## config.mk

```make
export PLATFORM = sky130hd
export DESIGN_NAME = hart_mem_arbiter
export DESIGN_NICKNAME = d
export VERILOG_FILES = /design/src/rtl/hart_mem_pkg.sv /design/src/rtl/hart_mem_arb_pick.sv /design/src/rtl/hart_mem_arbiter.sv
export SDC_FILE = /design/constraint.sdc
export NUM_CORES = 1
export LEC_CHECK = 0
export BUFFER_PORTS_ARGS = -buffer_cell sky130_fd_sc_hd__buf_2
export CAP_MARGIN = 40
export CELL_PAD_IN_SITES_DETAIL_PLACEMENT = 1
export CELL_PAD_IN_SITES_GLOBAL_PLACEMENT = 1
export CORE_AREA = 2 2 154 96
export DETAILED_ROUTE_END_ITERATION = 7
export DIE_AREA = 0 0 156 98
export GPL_ROUTABILITY_DRIVEN = 0
export PLACE_DENSITY_LB_ADDON = 0.1
export SLEW_MARGIN = 20
export SYNTH_ARGS = -nofsm -noshare
export SYNTH_HDL_FRONTEND = slang
export SYNTH_SLANG_ARGS = --single-unit
```

## constraint.sdc

```tcl
create_clock -name clk -period 2.4 [get_ports clk]
set_clock_uncertainty 0.1 [all_clocks]
set_input_delay 0.48 -clock clk [delete_from_list [all_inputs] [get_ports clk]]
set_output_delay 0.48 -clock clk [all_outputs]
set_load 0.02 [all_outputs]
```

## src/rtl/hart_mem_pkg.sv

```systemverilog
// Shared types and constants for the hart instruction/data memory arbiter.
// Default widths here must match the ADDR_W/DATA_W the arbiter is built with.
package hart_mem_pkg;

    localparam int MEM_ADDR_W = 32;
    localparam int MEM_DATA_W = 32;
    localparam int MEM_BE_W   = MEM_DATA_W / 8;

    localparam logic [MEM_BE_W-1:0] BE_ALL = '1;

    typedef enum logic [1:0] {
        IDLE = 2'd0,
        REQ  = 2'd1,
        WAIT = 2'd2
    } arb_state_e;

    typedef enum logic {
        FETCH = 1'b0,
        DATA  = 1'b1
    } owner_e;

    typedef struct packed {
        logic                  we;
        logic [MEM_BE_W-1:0]   be;
        logic [MEM_ADDR_W-1:0] addr;
        logic [MEM_DATA_W-1:0] wdata;
    } mem_req_t;

endpackage

```

## src/rtl/hart_mem_arb_pick.sv

```systemverilog
// Combinational winner select between fetch and data requesters.
// HART_MEM_ARB_RR_EN selects round-robin on contention; otherwise data always wins.
module hart_mem_arb_pick
    import hart_mem_pkg::*;
(
    input  logic   i_req,
    input  logic   d_req,
`ifdef HART_MEM_ARB_RR_EN
    input  owner_e rr_last,
`endif
    output logic   any_req,
    output owner_e winner
);

    assign any_req = i_req | d_req;

    always_comb begin
        winner = DATA;
        if (i_req && d_req) begin
`ifdef HART_MEM_ARB_RR_EN
            winner = (rr_last == DATA) ? FETCH : DATA;
`else
            winner = DATA;
`endif
        end else if (i_req) begin
            winner = FETCH;
        end
    end

endmodule

```

## src/rtl/hart_mem_arbiter.sv

```systemverilog
// Shares one single-ported memory bus between hart fetch and data ports, one access in flight.
// Build option HART_MEM_ARB_RR_EN: round-robin arbitration instead of fixed data priority.
//
// state | meaning
// IDLE  | no access in flight; grants the winning requester combinationally
// REQ   | m_req driven with latched payload, waiting for m_gnt
// WAIT  | memory accepted, waiting for m_rvalid
module hart_mem_arbiter
    import hart_mem_pkg::*;
#(
    parameter  int ADDR_W      = MEM_ADDR_W,
    parameter  int DATA_W      = MEM_DATA_W,
    parameter  int TIMEOUT_CYC = 255,
    localparam int BE_W        = DATA_W / 8
) (
    input  logic              clk,
    input  logic              rst_n,

    input  logic              i_req,
    input  logic [ADDR_W-1:0] i_addr,
    output logic              i_gnt,
    output logic              i_rvalid,
    output logic [DATA_W-1:0] i_rdata,
    output logic              i_err,

    input  logic              d_req,
    input  logic              d_we,
    input  logic [BE_W-1:0]   d_be,
    input  logic [ADDR_W-1:0] d_addr,
    input  logic [DATA_W-1:0] d_wdata,
    output logic              d_gnt,
    output logic              d_rvalid,
    output logic [DATA_W-1:0] d_rdata,
    output logic              d_err,

    output logic              m_req,
    output logic              m_we,
    output logic [BE_W-1:0]   m_be,
    output logic [ADDR_W-1:0] m_addr,
    output logic [DATA_W-1:0] m_wdata,
    input  logic              m_gnt,
    input  logic              m_rvalid,
    input  logic [DATA_W-1:0] m_rdata
);

    localparam int CNT_W = (TIMEOUT_CYC > 1) ? $clog2(TIMEOUT_CYC + 1) : 1;
    localparam logic [CNT_W-1:0] CNT_MAX = '1;
    localparam logic [CNT_W-1:0] CNT_TMO = CNT_W'(TIMEOUT_CYC);
    localparam logic TMO_EN = (TIMEOUT_CYC != 0);

    arb_state_e       state;
    owner_e           owner;
    owner_e           winner;
    mem_req_t         payload;
    logic [CNT_W-1:0] tmo_cnt;

    logic any_req;
    logic grant;
    logic busy;
    logic done;
    logic tmo_hit;
    logic resp;

`ifdef HART_MEM_ARB_RR_EN
    owner_e rr_last;

    always_ff @(posedge clk or negedge rst_n) begin
        if (!rst_n) begin
            rr_last <= DATA;
        end else if (grant) begin
            rr_last <= winner;
        end
    end
`endif

    hart_mem_arb_pick u_pick (
        .i_req   (i_req),
        .d_req   (d_req),
`ifdef HART_MEM_ARB_RR_EN
        .rr_last (rr_last),
`endif
        .any_req (any_req),
        .winner  (winner)
    );

    // Grant is gated by rst_n so a held request cannot be granted while reset is asserted.
    assign grant   = rst_n && (state == IDLE) && any_req;
    assign busy    = (state == REQ) || (state == WAIT);
    assign done    = m_rvalid && ((state == WAIT) || ((state == REQ) && m_gnt));
    assign tmo_hit = TMO_EN && busy && (tmo_cnt == CNT_TMO) && !done;
    assign resp    = done || tmo_hit;

    always_ff @(posedge clk or negedge rst_n) begin
        if (!rst_n) begin
            state   <= IDLE;
            owner   <= FETCH;
            payload <= '0;
            tmo_cnt <= '0;
        end else begin
            case (state)
                IDLE: begin
                    if (grant) begin
                        state   <= REQ;
                        owner   <= winner;
                        tmo_cnt <= '0;
                        if (winner == DATA) begin
                            payload.we    <= d_we;
                            payload.be    <= d_be;
                            payload.addr  <= d_addr;
                            payload.wdata <= d_wdata;
                        end else begin
                            payload.we    <= 1'b0;
                            payload.be    <= BE_ALL;
                            payload.addr  <= i_addr;
                            payload.wdata <= '0;
                        end
                    end
                end
                REQ, WAIT: begin
                    if (resp) begin
                        state <= IDLE;
                    end else if ((state == REQ) && m_gnt) begin
                        state <= WAIT;
                    end
                    if (tmo_cnt != CNT_MAX) begin
                        tmo_cnt <= tmo_cnt + 1'b1;
                    end
                end
                default: state <= IDLE;
            endcase
        end
    end

    assign i_gnt    = grant && (winner == FETCH);
    assign d_gnt    = grant && (winner == DATA);

    assign i_rvalid = resp && (owner == FETCH);
    assign i_err    = tmo_hit && (owner == FETCH);
    assign i_rdata  = (done && (owner == FETCH)) ? m_rdata : '0;

    assign d_rvalid = resp && (owner == DATA);
    assign d_err    = tmo_hit && (owner == DATA);
    assign d_rdata  = (done && (owner == DATA)) ? m_rdata : '0;

    // m_req falls in the timeout cycle itself so the bus is released with the error pulse.
    assign m_req    = (state == REQ) && !tmo_hit;
    assign m_we     = payload.we;
    assign m_be     = payload.be;
    assign m_addr   = payload.addr;
    assign m_wdata  = payload.wdata;

endmodule

```

# Word level (Yosys, flattened, before mapping)
# Index checks and enable logic that the tools add are counted.
classes:
  addsub: 1
  reduce_logical: 27
  n_eq_ne: 7
  muxes: 12
  bitwise_logic: 3
ops:
  columns: ["op", "count"]
  rows:
  - ["2-to-1 mux 69 bit", 1]
  - ["2-to-1 mux 32 bit", 2]
  - ["logical AND 1 bit", 16]
  - ["2-to-1 mux 8 bit", 2]
  - ["one-hot mux 8 bit (2 select lines)", 1]
  - ["adder 8 x 1 -> 8 bit, second input constant", 1]
  - ["equality test 8 bit, second input constant", 1]
  - ["!= test 8 bit, second input constant", 1]
  - ["2-to-1 mux 2 bit", 3]
  - ["!= test 2 bit, second input constant", 2]
  - ["one-hot mux 2 bit (2 select lines)", 1]
  - ["AND reduction 2 bit", 2]
  - ["logical OR 1 bit", 3]
  - ["!= test 3 bit, second input constant", 1]
  - ["AND reduction 3 bit", 1]
  - ["equality test 2 x 1 -> 1 bit, second input constant", 1]
  - ["equality test 2 bit, second input constant", 1]
  - ["zero test 1 bit", 2]
  - ["zero test 2 bit", 1]
  - ["2-to-1 mux 1 bit", 2]
  - ["NOT 1 bit", 2]
  - ["nonzero test 2 bit", 1]
  - ["OR reduction 2 bit", 1]
  - ["OR 1 bit", 1]
totals:
  register_bits: 80
  in_bits: 139
  out_inout_bits: 140

# Logic depth before layout (Yosys ltp)
# Gate-level depths: netlist of run 1.
depth:
  word_depth: 9
  depth_mapped: 9
  mapped_depth_nobuf: 6

# By module
# Synthesis of run 1 repeated with hierarchy kept, for this count alone.
unflattened:
  cells_unflattened: 462
  hier_area_um2: 4090.2
by_module_without_submodules:
  columns: ["mod", "cells_each", "instances", "area_per_inst_um2"]
  rows:
  - ["hart_mem_arbiter", 460, 1, 4077.7]
  - ["hart_mem_arb_pick", 2, 1, 12.5]

# Worst setup path after synthesis of run 1
# OpenSTA, ideal clock, no wires.
synth_path:
  kind: "flip-flop to output port"
  from: "register state[0]"
  to: "output port d_rvalid"
  t_arrival_ps: 1763
  slack_ps: 57
  path_stages_with_launch: 8
  path_cell_list: "dfrtp_1 > inv_1 > ha_1 > buf_2 > nand2_1 > or3_1 > and2_1 > nor2_1"
synth_between:
  elab_chain_cells: 8
  elab_cells_between_ends: 11
synth_lines:
  columns: ["item", "line_no", "text"]
  rows:
  - ["start: declaration", "hart_mem_arbiter.sv:51", "arb_state_e state;"]
  - ["start signal: assignment", "hart_mem_arbiter.sv:95", "state <= IDLE;"]
  - ["start signal: assignment", "hart_mem_arbiter.sv:103", "state <= REQ;"]
  - ["start signal: assignment", "hart_mem_arbiter.sv:121", "state <= IDLE;"]
  - ["equality test 2 x 1 -> 1 bit", "hart_mem_arbiter.sv:88, hart_mem_arbiter.sv:89", null]
  - ["logical AND 1 bit", "hart_mem_arbiter.sv:89", "assign done = m_rvalid && ((state == WAIT) || ((state == REQ) && m_gnt));"]
  - ["logical OR 1 bit", "hart_mem_arbiter.sv:89", null]
  - ["logical AND 1 bit", "hart_mem_arbiter.sv:89", null]
  - ["zero test 1 bit", "hart_mem_arbiter.sv:90", "assign tmo_hit = TMO_EN && busy && (tmo_cnt == CNT_TMO) && !done;"]
  - ["logical AND 1 bit", "hart_mem_arbiter.sv:90", null]
  - ["logical OR 1 bit (*)", "hart_mem_arbiter.sv:91", "assign resp = done || tmo_hit;"]
  - ["logical AND 1 bit (*)", "hart_mem_arbiter.sv:141", "assign d_rvalid = resp && (owner == DATA);"]
  - ["end: declaration", "hart_mem_arbiter.sv:32", "output logic d_rvalid,"]
# Mark *: on every way between the ends. The rest lies on a longest branch, timed or not.

# Worst setup path after layout of run 1
layout_path:
  from: "register state[0]"
  to: "output port i_rdata[27]"
layout_between:
  elab_chain_cells: 6
  elab_cells_between_ends: 7
layout_lines:
  columns: ["item", "line_no", "text"]
  rows:
  - ["equality test 2 x 1 -> 1 bit", "hart_mem_arbiter.sv:89", null]
  - ["logical AND 1 bit", "hart_mem_arbiter.sv:89", null]
  - ["logical OR 1 bit (*)", "hart_mem_arbiter.sv:89", null]
  - ["logical AND 1 bit (*)", "hart_mem_arbiter.sv:89", null]
  - ["logical AND 1 bit (*)", "hart_mem_arbiter.sv:139", "assign i_rdata = (done && (owner == FETCH)) ? m_rdata : '0;"]
  - ["2-to-1 mux 32 bit (*)", "hart_mem_arbiter.sv:139", null]
  - ["end: declaration", "hart_mem_arbiter.sv:23", "output logic [DATA_W-1:0] i_rdata,"]
# Marks and branches as above.

==> results of run 1 <==
[area by class of cell]
| cell class | instances | area [sq um] |
|---|---|---|
| clock buffer | 12 | 267 |
| multi-input combinational | 266 | 1900 |
| timing repair buffer | 309 | 2040 |
| sequential | 80 | 2000 |
| tap | 180 | 225 |
| fill | 1593 | 7500 |
| clock inverter | 4 | 35.0 |
| inverter | 5 | 18.8 |
[per-stage QoR]
step | power (mW) | hold WS [ps] | util, %
floorplan | 4.15 | 84.4 | -
global placement | 5.29 | 265 | 38.9
detailed placement | 5.39 | 268 | 39.1
CTS | 7.11 | 213 | 44.5
global route | 7.65 | 217 | 46.4
finish | 7.18 | 228 | 46.4
[routing by layer]
layer,global-route usage (%),vias up,wire (um)
li1,-,1905,-
met1,23.5,1997,6270
met2,34.3,141,7800
met3,6.88,12,1060
met4,4.23,0,149
met5,0,-,0
[Yosys cell counts (2+ instances only)]
library cell  instances  share of area [%]
nor3_1                3               0.39
a21oi_1              12                1.6
and2_1               68                 11
nand3_1               4               0.53
a31oi_1               2               0.33
a22oi_1              32                6.3
or3_1                 3               0.49
inv_1                 5               0.49
buf_2                11                1.4
clkbuf_1             14                1.4
nand4_1               2               0.33
o21ai_0               6               0.79
ha_1                  5                1.6
a22o_1               33                7.6
nor2_1                8               0.79
o22a_1                4               0.92
nand2_1              69                6.8
dfrtp_1              80                 53
[power by group]
part           switching (mW)  internal, mW
combinational            2.05          1.48
sequential              0.362          1.92
clock                   0.570         0.797
[cells in the final DEF (no fill, tap or decap), types with 2 or more instances in the layout]
cell type | synthesis | final
nand2_4 | 0 | 2
nand4_1 | 2 | 2
a21oi_1 | 12 | 12
inv_1 | 5 | 2
nor2_1 | 8 | 3
buf_2 | 11 | 222
dfrtp_2 | 0 | 2
ha_4 | 0 | 2
clkinv_4 | 0 | 2
clkbuf_16 | 0 | 9
o22a_1 | 4 | 4
o21ai_0 | 6 | 5
and2_1 | 68 | 18
nand2_1 | 69 | 67
clkbuf_8 | 0 | 3
buf_4 | 0 | 21
inv_6 | 0 | 2
dfrtp_1 | 80 | 78
nor3_1 | 3 | 2
buf_6 | 1 | 62
ha_1 | 5 | 2
a22o_1 | 33 | 33
nor2_4 | 0 | 5
a22oi_1 | 32 | 32
nand3_1 | 4 | 4
and2_4 | 0 | 50
a31oi_1 | 2 | 2
or3_1 | 3 | 2
inv_2 | 0 | 3
[kinds of logic (layout without fill, tap and decap cells)]
| kind of cell | Yosys count | after routing | share of synthesized area [%] |
|---|---|---|---|
| AO/OA/AOI/OAI | 97 | 97 | 20.0 |
| AND/OR/NAND/NOR | 162 | 162 | 21.6 |
| buffers and inverters | 31 | 330 | 3.62 |
| adder cells (fa/ha/maj) | 5 | 5 | 1.64 |
| flip-flops | 80 | 80 | 52.6 |
| multiplexers | 2 | 2 | 0.559 |
[what timing repair did]
item | 4_1_cts | 5_1_grt
endpoints found under the setup margin | 69 | 71
gates cloned | 5 | 0
endpoints found under the hold margin | 12 | 0
pin swaps | 4 | 51
buffers inserted | 6 | 3
hold buffers | 1 | 0
resized for setup | 126 | 76
[worst paths after layout]
check                      slack [ps]                 endpoint                 start  cells past startpoint
max                               -50              i_rdata[27]  state[0]$_DFFE_PN0P_                      7
min                               230   m_addr[14]$_DFFE_PN0P_            d_addr[14]                      3
max reg2reg                       350   tmo_cnt[5]$_DFFE_PN0P_  state[0]$_DFFE_PN0P_                      7
min reg2reg                       390      m_be[3]$_DFFE_PN0P_   m_be[3]$_DFFE_PN0P_                      1
max in group asynchronous         870   tmo_cnt[0]$_DFFE_PN0P_                 rst_n                      4
min in group asynchronous         470  m_wdata[12]$_DFFE_PN0P_                 rst_n                      2
[sequential cells by signal, summed over array words and instances, names as in the netlist]
register	cells
m_be	4
state	2
owner	1
tmo_cnt	8
m_addr	32
m_we	1
m_wdata	32
[critical path: stages (launching register included)]
cell	delay, ps
dfrtp_2	440
ha_4	170
and2_4	150
o21ai_4	230
nor2_4	80
buf_8	160
and2_1	180
buf_6	130
==> impl_results.md, run 1 <==
- Status: finished, violations left
- Failing checks: setup timing
- Die area: 15300 sq um
- CTS Sinks: 80
- Vias in the first global route: 4374
- Post-synthesis net count: 521
- Cell Pwr Density: 1110 nW/um^2
- Total gr overflow: 0
- Register area share after synthesis: 52.6%
- Nature of the critical path startpoint: flop
- Placed insts: 825
- Skew-Pair Late Insertion Delay: 330 ps
- Hold Vio Cnt, Final: 0
- VDD IR-drop max: 0.447 mV
- First-pass GRT wire length: 23400 um
- First-pass DRT Iterations: 5
- Core box area: 14000 sq um
- Share of flip-flops with an asynchronous set or reset: 100%
- Area grow syn2layout: 70.5%
- Yosys cell types: 34
- Mapped Cells: 377
- I/O pins: 279
- Crit path time final: 2450 ps
- Critical path class: flop to primary output
- Final Setup Violations: 53
- Top_reg_cell synth: dfrtp_1
- Leakage: 3.48 nW
- Pre-CTS setup slack: 37.6 ps
- Routed vias: 4055
- Clk slew on worst S/H paths: 70 ps
- Critical path arrival: 1870 ps
- Yosys warns: 0
- Global-route usage over all layers: 19.7%
- Nets@finish: 815
- DRC: 0
- # rows: 34
- Hold Crit Class: input pin to flop
- CTS Buf Count: 9
- Die Y: 98 um
- RSZ-0062 raised after global routing: true
- Largest net degree at the start of global routing: 53
- Number of synthesized flops with an enable pin: 0
- Crit path capture type: primary output
- Slew margin rel.: 70.9%
- Final TNS setup: -1290 ps
- Mean cell area of the mapped netlist: 10.1 sq um
- Max-slew violations: 0
- Number of synthesized register bits: 80
- Maximum clock rate: 407 MHz
- Max-capacitance violation count: 0
- Antenna violations before repair: 0
- WL final: 15300 um
- Via-to-Cell Ratio: 4.74
- Initial drt markers: 189
- CTS tree: yes
- DP HPWL: 10900 um
- Worst Path Max Fanout: 16
- Layout cells sized above 1: 58.7%
- Root Driver: clkbuf_16
- Htree depth: 3
- Wire per inst: 17.8 um
- Starting Density: 27.2%
- Die W: 156 um
- Diode count: 0
- Worst Setup Slack, final: -54.4 ps
- Antenna-violating nets left: 0
- Slew @ Worst Pin: 435 ps
- Cell Area, Synth: 3810 sq um
- Worst EP required: 1820 ps
- Finished Cell Area: 6490 sq um
- PortBufs: 278
- Layout Cells excl Fill: 856
- Clock Path Buffers: 2
- Cell Area, Placed: 5470 sq um
- Tcrit/Tclk final: 102%
Note: power is estimated with default switching activity, not from simulation.
==> inputs of run 2 (changes only) <==
--- a/config.mk
+++ b/config.mk
@@ -8,10 +8,10 @@
 export BUFFER_PORTS_ARGS = -buffer_cell sky130_fd_sc_hd__buf_2
 export CAP_MARGIN = 40
 export CELL_PAD_IN_SITES_DETAIL_PLACEMENT = 1
-export CELL_PAD_IN_SITES_GLOBAL_PLACEMENT = 1
-export CORE_AREA = 2 2 154 96
+export CELL_PAD_IN_SITES_GLOBAL_PLACEMENT = 2
+export CORE_AREA = 2 2 173 107
 export DETAILED_ROUTE_END_ITERATION = 7
-export DIE_AREA = 0 0 156 98
+export DIE_AREA = 0 0 175 109
 export GPL_ROUTABILITY_DRIVEN = 0
 export PLACE_DENSITY_LB_ADDON = 0.1
 export SLEW_MARGIN = 20
==> run 2 against run 1 <==
Combinational power shrank 5%. The run still ends with setup timing left. Non-clock buffer count decreased by 1. Routed wire length grew 1.9%. Final area shrank 5.1%. Maximum frequency is 0.53% lower. Count of clock-buffer cells in the layout fell by 3. Total power shrank 1.0%. Sequential share of layout area grew 1.6 points. Clock power increased by 9%. Register-to-register slack better by 20 ps. Largest cell class is now sequential cells. Worst setup slack got worse by 13 ps. Highest routed layer is now met5.
==> impl_results.md, run 2 (synthesis gave the netlist of run 1 again) <==
- Status: finished, violations left
- Failing checks: setup timing
- Total gr overflow: 0
- Critical path class: flop to primary output
- Slew @ Worst Pin: 620 ps
- R2R depth: 7
- Initial drt markers: 152
- CTS tree: yes
- CP max-delay cell: dfrtp_2
- Leakage: 3.37 nW
- Hold Vio Cnt, Final: 0
- Die W: 175 um
- Final Setup Violations: 65
- DP HPWL: 11600 um
- CTS Buf Count: 9
- Maximum clock rate: 405 MHz
- Core box area: 17600 sq um
- # rows: 38
- Crit path capture type: primary output
- Worst EP required: 1820 ps
- FILL cells: 2099
- Nets@finish: 814
- First-pass DRT Iterations: 4
- Multi-input logic area: 1770 sq um
- Layout cells sized above 1: 51.6%
- Commonest non-fill, non-tap cells in the layout: 252 x buf_2, 79 x dfrtp_1, 67 x nand2_1
- Clk slew on worst S/H paths: 80 ps
- Pre-CTS setup slack: 36.3 ps
- Htree depth: 3
- Hold Path Sink: m_addr[10]$_DFFE_PN0P_
- Cell Pwr Density: 1150 nW/um^2
- PortBufs: 278
- Cell Area, Placed: 5520 sq um
- Routed vias: 3975
- Worst Setup Slack, final: -67.6 ps
- Global-route usage over all layers: 15.5%
- Cell Chain, Critical Path: inv_2 -> ha_4 -> nand2_4 -> or3_4 -> and2_4 -> nor2_1 -> buf_4
- CTS Sinks: 80
- Starting Density: 21.6%
- WHS Path Cells: 3
- Die area: 19100 sq um
- Register area: 2000 sq um
- Critical Path Start: state[0]$_DFFE_PN0P_
- RSZ-0062 raised after global routing: true
- Worst Path Max Fanout: 3
- WL final: 15600 um
- Reg-to-reg slack, setup: 370 ps
- DRC: 0
- Largest net degree at the start of global routing: 48
- RR Endpoint: tmo_cnt[5]$_DFFE_PN0P_
- VDD IR-drop max: 0.324 mV
- Critical path arrival: 1890 ps
- Clock Path Buffers: 2
- Slew margin rel.: 58.7%
- Crit-path leading delay family: simple AND/OR/NAND/NOR gates
- WP buf/inv: 2
- Diode count: 0
- First-pass GRT wire length: 23000 um
- Most common cell after layout, fill and taps aside: buf_2
- Area grow syn2layout: 61.9%
- Max-capacitance violation count: 0
- Vias in the first global route: 4056
- Skew-Pair Late Insertion Delay: 330 ps
- Root Driver: clkbuf_16
- Tcrit/Tclk final: 103%
- Nature of the critical path startpoint: flop
- I/O pins: 279
- Finished Cell Area: 6160 sq um
- Hold Crit Class: input pin to flop
- Crit path time final: 2470 ps
- Final TNS setup: -1500 ps
- Wire per inst: 17.0 um
- Max-slew violations: 0
- Crit Reg-Reg Startpoint: state[0]$_DFFE_PN0P_
- Antenna-violating nets left: 0
- Crit path largest cell delay: 420 ps
- Antenna violations before repair: 1
- Die Y: 109 um
- Hold Path Origin: d_addr[10]
- Via-to-Cell Ratio: 4.34
-- run 2: cell types whose count changed in the layout (fill, tap and decap cells not counted), moves of 2 or more --
cell	delta
and2_1	+46
inv_8	+3
nor2_1	+2
buf_4	+24
clkbuf_8	-3
buf_2	+30
buf_6	-54
nor2_4	-2
and2_4	-46
-- run 2: repair_timing --
item | in CTS | in global routing
hold buffers | 1 | 0
endpoints found under the hold margin | 3 | 0
resized for setup | 27 | 35
setup endpoints to repair | 69 | 69
buffers inserted | 6 | 4
cloned | 0 | 4
pin swaps | 3 | 5
-- run 2: worst reg2reg max path, stage by stage (launching register included) --
cell and delay (ps):
dfrtp_2 420, inv_2 70, ha_4 280, buf_4 160, and2b_2 200, o2111ai_4 160, or4_1 430, a21oi_1 150
-- run 2: cell type report --
class,count,share of cell area [%]
inverters,5,0.305
flip-flops and latches,80,32.5
multi-input cells,266,28.8
clock inverters,7,1.58
clock buffers,9,3.65
well taps,240,4.87
repair buffers,308,28.3
-- run 2: worst max path at each step --
stage | to | slack [ps] | depth (start not counted)
2_1_floorplan | d_rvalid | 60 | 7
5_1_grt | d_rvalid | -130 | 7
3_3_place_gp | d_rdata[25] | 170 | 8
6_report | d_rvalid | -70 | 7
3_5_place_dp | d_rdata[5] | 40 | 8
4_1_cts | m_req | -90 | 7
-- run 2: power by group --
group | internal (mW) | total, mW | switching [mW]
Combinational | 1.35 | 3.36 | 2.01
Sequential | 1.92 | 2.26 | 0.341
Clock | 0.843 | 1.49 | 0.644
Total | 4.11 | 7.11 | 3.00
-- run 2: metrics by stage --
| stage | power [mW] | std cells | utilization (%) | hold slack (ps) |
|---|---|---|---|---|
| floorplan | 4.15 | 377 | - | 84.4 |
| global placement | 5.34 | 884 | 31.3 | 207 |
| detailed placement | 5.39 | 884 | 31.3 | 214 |
| CTS | 7.09 | 907 | 33.9 | 210 |
| global route | 7.57 | 915 | 34.9 | 217 |
| finish | 7.11 | 915 | 34.9 | 221 |
-- run 2: per-layer routing --
layer  part of all wire, %  GRT usage [%]  up-vias  wire length (um)
met5                 0.083              0        -                13
met4                  0.58           2.50        2                91
met3                   7.1           5.82       14              1110
met2                    48           25.7      110              7500
met1                    44           19.7     1936              6860
li1                      -              -     1913                 -
==> inputs of run 3 (changes only) <==
==> constraint.sdc (replaced) <==
create_clock -name clk -period 2.8 [get_ports clk]
set_clock_uncertainty 0.1 [all_clocks]
set_input_delay 0.56 -clock clk [delete_from_list [all_inputs] [get_ports clk]]
set_output_delay 0.56 -clock clk [all_outputs]
set_load 0.02 [all_outputs]
==> run 3 against run 2 <==
Global-route usage down 0.26 points. Clock power down 16%. Final area down 1.7%. Critical endpoint unchanged. Combinational power down 17%. Register-to-register slack better by 270 ps. The flow now finishes without violations. Worst setup slack better by 140 ps. Count of clock-buffer cells in the layout unchanged. Critical path depth unchanged. Sequential share of layout area up 0.56 points. Non-clock buffer count down 8. Final cell count down 0.87%.
==> impl_results.md, run 3 (synthesis gave the netlist of run 1 again) <==
- Worst Path Max Fanout: 5
- Tcrit/Tclk final: 97.3%
- DP HPWL: 11200 um
- Hold Vio Cnt, Final: 0
- Flop pwr share: 32.6%
- Initial drt markers: 147
- Finished Cell Area: 6060 sq um
- Clk pwr share: 21.0%
- Pre-CTS setup slack: 352 ps
- Final Setup Violations: 0
- Vias in the first global route: 4045
- Switching Fraction: 42.2%
- Hold Crit Class: input pin to flop
- Max-capacitance violation count: 0
- First-pass GRT wire length: 22800 um
- Slew margin rel.: 57.9%
- Skew-Pair Late Insertion Delay: 340 ps
- VDD IR-drop max: 0.418 mV
- Worst EP required: 2140 ps
- Antenna violations before repair: 1
- Diode count: 0
- Most common cell after layout, fill and taps aside: buf_2
- Max-slew violations: 0
- Critical path arrival: 2060 ps
- Total gr overflow: 0
- P_int: 3.45 mW
- Die area: 19100 sq um
- Wire per inst: 17.1 um
- Maximum clock rate: 367 MHz
- Hold WS: 302 ps
- Area grow syn2layout: 59.1%
- First-pass DRT Iterations: 6
- Via-to-Cell Ratio: 4.36
- DRC: 0
- PortBufs: 278
- # rows: 38
- Routed vias: 3956
- Critical path class: flop to primary output
- Antenna-violating nets left: 0
- Root Driver: clkbuf_16
- Clock Path Buffers: 2
- Die Y: 109 um
- CTS Buf Count: 9
- Largest net degree at the start of global routing: 66
- Leakage: 3.33 nW
- I/O pins: 279
- Slew @ Worst Pin: 632 ps
- Nature of the critical path startpoint: flop
- Global-route usage over all layers: 15.2%
- Part of the power in combinational logic: 46.5%
- Status: complete, no violations
- Worst Setup Slack, final: 76.1 ps
- Cell Pwr Density: 987 nW/um^2
- Crit path time final: 2720 ps
- Starting Density: 21.6%
- CTS Sinks: 80
- Layout cells sized above 1: 49.8%
- Psw: 2.52 mW
- Nets@finish: 806
- Crit path capture type: primary output
- Cell Area, Placed: 5490 sq um
- WL final: 15500 um
- Clk slew on worst S/H paths: 80 ps
- Htree depth: 3
- Commonest non-fill, non-tap cells in the layout: 252 x buf_2, 80 x dfrtp_1, 69 x nand2_1
- CTS tree: yes
- Die W: 175 um
- Core box area: 17600 sq um
[run 3: metal layers]
metal	share of wire, %	vias up	GRT usage (%)
li1	-	1891	-
met1	46	1947	19.9
met2	47	114	25.0
met3	6.4	4	5.30
met4	0.28	0	2.32
met5	0	-	0
[run 3: repair_timing]
action,in CTS,in global routing
resized for setup,3,58
endpoints found under the setup margin,57,66
hold buffers,1,0
hold endpoints to repair,8,0
cloned,0,5
pin swaps,0,1
buffers inserted,0,5
[run 3: metrics by stage]
stage | power (mW) | setup TNS (ps) | std cells | utilization (%)
3_5_place_dp | 4.60 | 0 | 880 | 31.1
5_1_grt | 6.38 | -3.38 | 907 | 34.3
2_1_floorplan | 3.56 | 0 | 377 | -
3_3_place_gp | 4.57 | 0 | 880 | 31.1
6_report | 5.97 | 0 | 907 | 34.3
4_1_cts | 5.92 | 0 | 897 | 33.0
[run 3: final timing paths]
path                                      startpoint                endpoint  slack (ps)  cells past startpoint
worst max-delay path            state[0]$_DFFE_PN0P_                d_rvalid          80                      7
max in group asynchronous                      rst_n  tmo_cnt[5]$_DFFE_PN0P_         780                      4
worst max register to register  state[0]$_DFFE_PN0P_  tmo_cnt[5]$_DFFE_PN0P_         640                      6
min in group asynchronous                      rst_n     m_be[2]$_DFFE_PN0P_         530                      2
worst min-delay path                      d_addr[17]  m_addr[17]$_DFFE_PN0P_         300                      3
worst min register to register   m_be[1]$_DFFE_PN0P_     m_be[1]$_DFFE_PN0P_         380                      1
[run 3: power by group through the flow]
| stage | Combinational (mW) | Sequential (mW) | Clock [mW] |
|---|---|---|---|
| after global routing | 3.00 | 2.02 | 1.36 |
| after CTS | 2.66 | 1.94 | 1.31 |
| after detailed placement | 2.65 | 1.94 | 0 |
| final | 2.78 | 1.94 | 1.25 |
| after floorplan | 1.08 | 2.48 | 0 |
| after global placement | 2.62 | 1.94 | 0 |
[run 3: critical path, stage by stage, from the launching register on]
cell and delay [ps]:
dfrtp_1 360, inv_1 90, ha_1 310, nand2_1 130
or3_4 390, and2_1 190, nor2_1 80, buf_2 180
[run 3: final cells by class]
class	count	area (sq um)
multi-input combinational	266	1720
inverter	5	18.8
clock inverter	7	83.8
tap	240	300
sequential	80	2000
fill	2081	11600
clock buffer	9	225
timing repair buffer	300	1700
